### config.mk
export PLATFORM = sky130hd
export DESIGN_NAME = puf_codeword_framer
export DESIGN_NICKNAME = d
export VERILOG_FILES = /design/src/rtl/puf_ecc_pkg.sv /design/src/rtl/puf_codeword_framer.sv
export SDC_FILE = /design/constraint.sdc
export NUM_CORES = 1
export LEC_CHECK = 0
export BUFFER_PORTS_ARGS = -buffer_cell sky130_fd_sc_hd__clkbuf_2
export CAP_MARGIN = 20
export CELL_PAD_IN_SITES_DETAIL_PLACEMENT = 1
export CELL_PAD_IN_SITES_GLOBAL_PLACEMENT = 1
export CORE_MARGIN = 2
export CORE_UTILIZATION = 41
export DETAILED_ROUTE_END_ITERATION = 8
export GPL_ROUTABILITY_DRIVEN = 1
export PLACE_DENSITY_LB_ADDON = 0.1
export SLEW_MARGIN = 20
export SYNTH_ARGS = -nofsm -noshare
export SYNTH_HDL_FRONTEND = slang
export SYNTH_SLANG_ARGS = --single-unit
### constraint.sdc
create_clock -name clk -period 2.4 [get_ports clk]
set_input_delay 0.48 -clock clk [delete_from_list [all_inputs] [get_ports clk]]
set_output_delay 0.48 -clock clk [all_outputs]
set_load 0.1 [all_outputs]
### src/rtl/puf_ecc_pkg.sv
// Shared definitions for the PUF key-path Hamming(15,11) framer and decoder.
package puf_ecc_pkg;

  localparam int unsigned CW_W   = 15;
  localparam int unsigned DATA_W = 11;

  typedef enum logic [1:0] {
    IDLE  = 2'd0,
    SHIFT = 2'd1,
    HOLD  = 2'd2,
    DONE  = 2'd3
  } state_t;

endpackage

### src/rtl/puf_codeword_framer.sv
// Frames serial PUF response bits into 15-bit codewords for the Hamming decoder.
// Define PUF_HELPER_XOR_EN to XOR each word with helper_word (code-offset reconstruction).
module puf_codeword_framer
  import puf_ecc_pkg::*;
#(
  parameter int unsigned NUM_WORDS = 8,
  parameter int unsigned IDX_W     = 8
) (
  input  logic              clk,
  input  logic              rst,
  input  logic              start,
  input  logic              bit_in,
  input  logic              bit_valid,
  output logic              bit_ready,
  input  logic [0:CW_W-1]   helper_word,
  output logic [IDX_W-1:0]  helper_idx,
  output logic [0:CW_W-1]   cw_out,
  output logic              cw_valid,
  input  logic              cw_ready,
  output logic              busy,
  output logic              done
);

  localparam logic [3:0]       LAST_BIT  = 4'(CW_W - 1);
  localparam logic [IDX_W-1:0] LAST_WORD = IDX_W'(NUM_WORDS - 1);

  state_t            r_state;
  state_t            w_next;
  logic [0:CW_W-2]   r_shreg;
  logic [3:0]        r_bit_cnt;
  logic [IDX_W-1:0]  r_word_cnt;
  logic [0:CW_W-1]   r_cw;

  logic              w_bit_acc;
  logic              w_last_bit;
  logic              w_cw_acc;
  logic [0:CW_W-1]   w_raw;
  logic [0:CW_W-1]   w_cw_next;

  assign w_bit_acc  = bit_valid && (r_state == SHIFT);
  assign w_last_bit = w_bit_acc && (r_bit_cnt == LAST_BIT);
  assign w_cw_acc   = (r_state == HOLD) && cw_ready;
  // The 15th bit bypasses the shift register and lands directly in c_h[14].
  assign w_raw      = {r_shreg, bit_in};

`ifdef PUF_HELPER_XOR_EN
  assign w_cw_next = w_raw ^ helper_word;
`else
  logic w_unused_helper;
  assign w_unused_helper = ^helper_word;
  assign w_cw_next       = w_raw;
`endif

  always_ff @(posedge clk or posedge rst) begin
    if (rst) begin
      r_state    <= IDLE;
      r_shreg    <= '0;
      r_bit_cnt  <= '0;
      r_word_cnt <= '0;
      r_cw       <= '0;
    end else begin
      r_state <= w_next;
      if (w_last_bit) begin
        r_cw      <= w_cw_next;
        r_bit_cnt <= '0;
      end else if (w_bit_acc) begin
        r_shreg[r_bit_cnt] <= bit_in;
        r_bit_cnt          <= r_bit_cnt + 4'd1;
      end
      if (r_state == DONE) begin
        r_word_cnt <= '0;
      end else if (w_cw_acc && (r_word_cnt != LAST_WORD)) begin
        r_word_cnt <= r_word_cnt + 1'b1;
      end
    end
  end

  always_comb begin
    w_next    = r_state;
    bit_ready = 1'b0;
    cw_valid  = 1'b0;
    busy      = 1'b0;
    done      = 1'b0;
    unique case (r_state)
      IDLE: begin
        if (start) w_next = SHIFT;
      end
      SHIFT: begin
        bit_ready = 1'b1;
        busy      = 1'b1;
        if (w_last_bit) w_next = HOLD;
      end
      HOLD: begin
        cw_valid = 1'b1;
        busy     = 1'b1;
        if (cw_ready) w_next = (r_word_cnt == LAST_WORD) ? DONE : SHIFT;
      end
      DONE: begin
        done   = 1'b1;
        w_next = IDLE;
      end
      default: w_next = IDLE;
    endcase
  end

  assign helper_idx = r_word_cnt;
  assign cw_out     = r_cw;

endmodule

==> flow_summary.rst <==
.. list-table::
   :header-rows: 1

   * - Metric
     - Value
   * - Worst-skew pair later-pin latency
     - 0.29 ns
   * - Growth of design area from synthesis to finish
     - 16.4%
   * - Number of failing setup endpoints in the final timing report
     - 0
   * - Antenna-violating nets left
     - 0
   * - Standard-cell rows
     - 25
   * - Shortest period the worst path allows
     - 2.13 ns
   * - Total iterations of the first detailed-routing run
     - 4
   * - Cell total after placement
     - 264
   * - Sequential cell area fraction in the yosys report
     - 0.537
   * - CTS Sinks
     - 43
   * - Vias post-DR
     - 1,427
   * - RSZ-0062 raised after global routing
     - no
   * - Static leakage
     - 0.00117 uW
   * - Total number of H-tree levels
     - 2
   * - Non-filler cells in the finished layout
     - 272
   * - Remaining design rule violation count
     - 0
   * - Layout fillers
     - 520
   * - Initial standard-cell utilization of the core
     - 0.424
   * - Die area
     - 5460 um^2
   * - Clock buffer count from CTS
     - 5
   * - Register-to-Register Path Depth
     - 6
   * - Last weighted congestion value of the routability-driven placer
     - 0.839
   * - Total of cells resized after clock tree synthesis
     - 0
   * - Antenna violations before repair
     - 0
   * - Layout Skew
     - 0.00377 ns
   * - Worst-path cell chain
     - ha_1, clkbuf_2
   * - Post-detail-place hpwl
     - 3060 um
   * - Gate Count Post-Synth
     - 168
   * - Final Routed Wirelength
     - 4200 um
   * - Slowest library cell on the worst path
     - sky130_fd_sc_hd__clkbuf_2
   * - Maximum root-to-sink buffer count
     - 2
   * - Fraction of synthesis flops using an asynchronous set or reset pin
     - 1.00
   * - Number of global-route vias before repair
     - 1,489
   * - Total count of hold-check failures in the final report
     - 0
   * - Crit path max fanout
     - 9
   * - Number of ports placed on the die boundary
     - 48
   * - Req. time, crit path
     - 1.92 ns
   * - Fraction of final layout cells with drive strength greater than 1
     - 0.390
   * - Worst min-delay path class
     - in2async
   * - Drt initial violations
     - 22
   * - Worst-case setup slack after placement
     - 0.361 ns
   * - Core outline area
     - 4720 um^2
   * - Library cell used as clock root buffer
     - sky130_fd_sc_hd__clkbuf_8
   * - Maxcap violations
     - 0
   * - Main synth FF type
     - sky130_fd_sc_hd__dfrtp_1
   * - Number of enable flip-flop cells after synthesis
     - 0
   * - Post-Syn Nets
     - 198
   * - Number of pins with negative max-slew slack in the final report
     - 0
   * - Number of diodes added for antenna fixing
     - 0
   * - Multi-input gate area in the final layout
     - 887 um^2
   * - Yosys warning total
     - 0
   * - Wire length of the first global-routing pass
     - 7130 um
   * - Transition at the pin with the smallest max-transition slack
     - 0.546 ns
   * - Delay of the slowest cell on the worst path
     - 0.52 ns
   * - Global routing usage summed across all routing layers
     - 0.175
   * - Count of different cell masters after synthesis
     - 34
   * - Sequential cell area
     - 1080 um^2
   * - Count of buffering cells on the critical path with inverters included
     - 1
   * - Worst Path Arrival
     - 1.65 ns
   * - Final worst setup slack
     - 0.270 ns
   * - Number of input and output port buffers inserted
     - 32
   * - Most used cells in the layout excluding fill and tap cells
     - sky130_fd_sc_hd__dfrtp_1, sky130_fd_sc_hd__clkbuf_2, sky130_fd_sc_hd__mux2_2
   * - Crit path launch type
     - flip-flop
   * - Synthesis-stage register bit count
     - 43
   * - Post-synthesis cell area
     - 2000 um^2
   * - Ratio of total power to cell area
     - 1040 nW/um^2
   * - Mean Syn Cell Area
     - 11.9 um^2
   * - Launch instance of the worst register-to-register path
     - r_state[0]
   * - Setup CP Type
     - reg2out
   * - Remaining max-slew budget at the tightest pin
     - 0.636
   * - Run status
     - completed
   * - Wirelength per Cell
     - 15.4 um
   * - Leading cell type in the layout, fill and taps excluded
     - sky130_fd_sc_hd__dfrtp_1
   * - Floorplan die height
     - 73.9 um
   * - Hold-fix buffers, CTS
     - 0
   * - Family with the most delay on the worst path
     - buffers and inverters
   * - RR Endpoint
     - helper_idx[7]
   * - Setup slack of the worst register-to-register path
     - 0.33 ns
   * - Register clock-pin slew on the reported worst setup and hold paths
     - 0.08 ns
   * - TNS Setup
     - 0 ns
   * - Clock tree from TritonCTS
     - yes
   * - Maximum operating frequency
     - 0.469 GHz
   * - Total power
     - 2430 uW
   * - Post-CTS Setup Repair Bufs
     - 0
   * - Share of the clock period used by the worst path after layout
     - 0.888
   * - Peak supply drop
     - 605 uV
   * - Pin count of the biggest net entering global routing
     - 44
   * - Kind of capture point of the worst setup path
     - output pin
   * - Overflow left after global routing
     - 0
   * - # nets final
     - 234
   * - Chip Width
     - 73.9 um
   * - Vias per Instance
     - 5.25
==> registers in the layout, indices dropped and copies added, names as in the netlist <==
name,cells
r_bit_cnt,4
helper_idx,8
r_state,2
r_shreg,14
cw_out,15
==> worst max path at each step <==
stage	cells past startpoint	slack, ns	startpoint	endpoint
after floorplan	6	0.06	r_state[0]	helper_idx[5]
after global placement	6	0.43	r_bit_cnt[0]	cw_out[9]
after detailed placement	6	0.36	r_state[0]	helper_idx[7]
after CTS	2	0.25	r_state[1]	done
after global routing	6	0.13	r_state[1]	r_shreg[8]
final	2	0.27	r_state[1]	done
==> logic make-up after synthesis <==
family          share of synthesized area
xor+xnor                           0.0175
simple gates                        0.117
fa+ha+maj                          0.0562
compound gates                     0.0818
buf+inv                            0.0231
mux                                 0.168
flops                               0.537
==> cells in the mapped netlist (2+ instances only) <==
library cell,n,area share
sky130_fd_sc_hd__nor3b_1,2,0.0075
sky130_fd_sc_hd__nor3_1,3,0.0075
sky130_fd_sc_hd__nor2_1,7,0.013
sky130_fd_sc_hd__or4_2,2,0.0087
sky130_fd_sc_hd__o21ai_0,6,0.015
sky130_fd_sc_hd__clkbuf_1,3,0.0056
sky130_fd_sc_hd__a21oi_1,6,0.015
sky130_fd_sc_hd__ha_1,9,0.056
sky130_fd_sc_hd__xor2_1,4,0.017
sky130_fd_sc_hd__mux2_2,29,0.16
sky130_fd_sc_hd__inv_1,7,0.013
sky130_fd_sc_hd__dfrtp_1,43,0.54
sky130_fd_sc_hd__nand3_1,5,0.012
sky130_fd_sc_hd__o31ai_1,2,0.0075
sky130_fd_sc_hd__nand2_1,21,0.039
==> power by group <==
part	internal, uW	switching, uW
logic	263	743
clock network	203	242
registers	856	126
==> layout make-up <==
| class | instances | area share |
|---|---|---|
| Sequential cell | 43 | 0.461 |
| Multi-Input combinational cell | 113 | 0.380 |
| Timing Repair Buffer | 34 | 0.0751 |
| Tap cell | 67 | 0.0359 |
| Clock buffer | 6 | 0.0311 |
| Inverter | 7 | 0.0113 |
| Clock inverter | 2 | 0.00536 |
==> per-layer routing <==
metal | vias to the layer above | part of all wire | routed length (um) | GRT usage
li1 | 662 | - | - | -
met2 | 31 | 0.53 | 2230 | 0.312
met3 | 8 | 0.042 | 176 | 0.0412
met1 | 726 | 0.41 | 1720 | 0.203
met4 | 0 | 0.018 | 75 | 0.0667
met5 | - | 0 | 0 | 0
==> per-stage QoR <==
step | cell area, um^2 | hold slack, ns | util
4_1_cts | 2330 | 0.320 | 0.494
6_report | 2330 | 0.302 | 0.494
3_5_place_dp | 2250 | 0.489 | 0.476
2_1_floorplan | 2010 | 0.475 | -
3_3_place_gp | 2250 | 0.487 | 0.476
5_1_grt | 2330 | 0.347 | 0.494
==> tightest hold or removal path, stage by stage <==
cell and delay, ns:
sky130_fd_sc_hd__clkbuf_2 0.08, sky130_fd_sc_hd__inv_1 0.04, sky130_fd_sc_hd__buf_4 0.45
No activity file was read; power rests on OpenSTA's default activity.
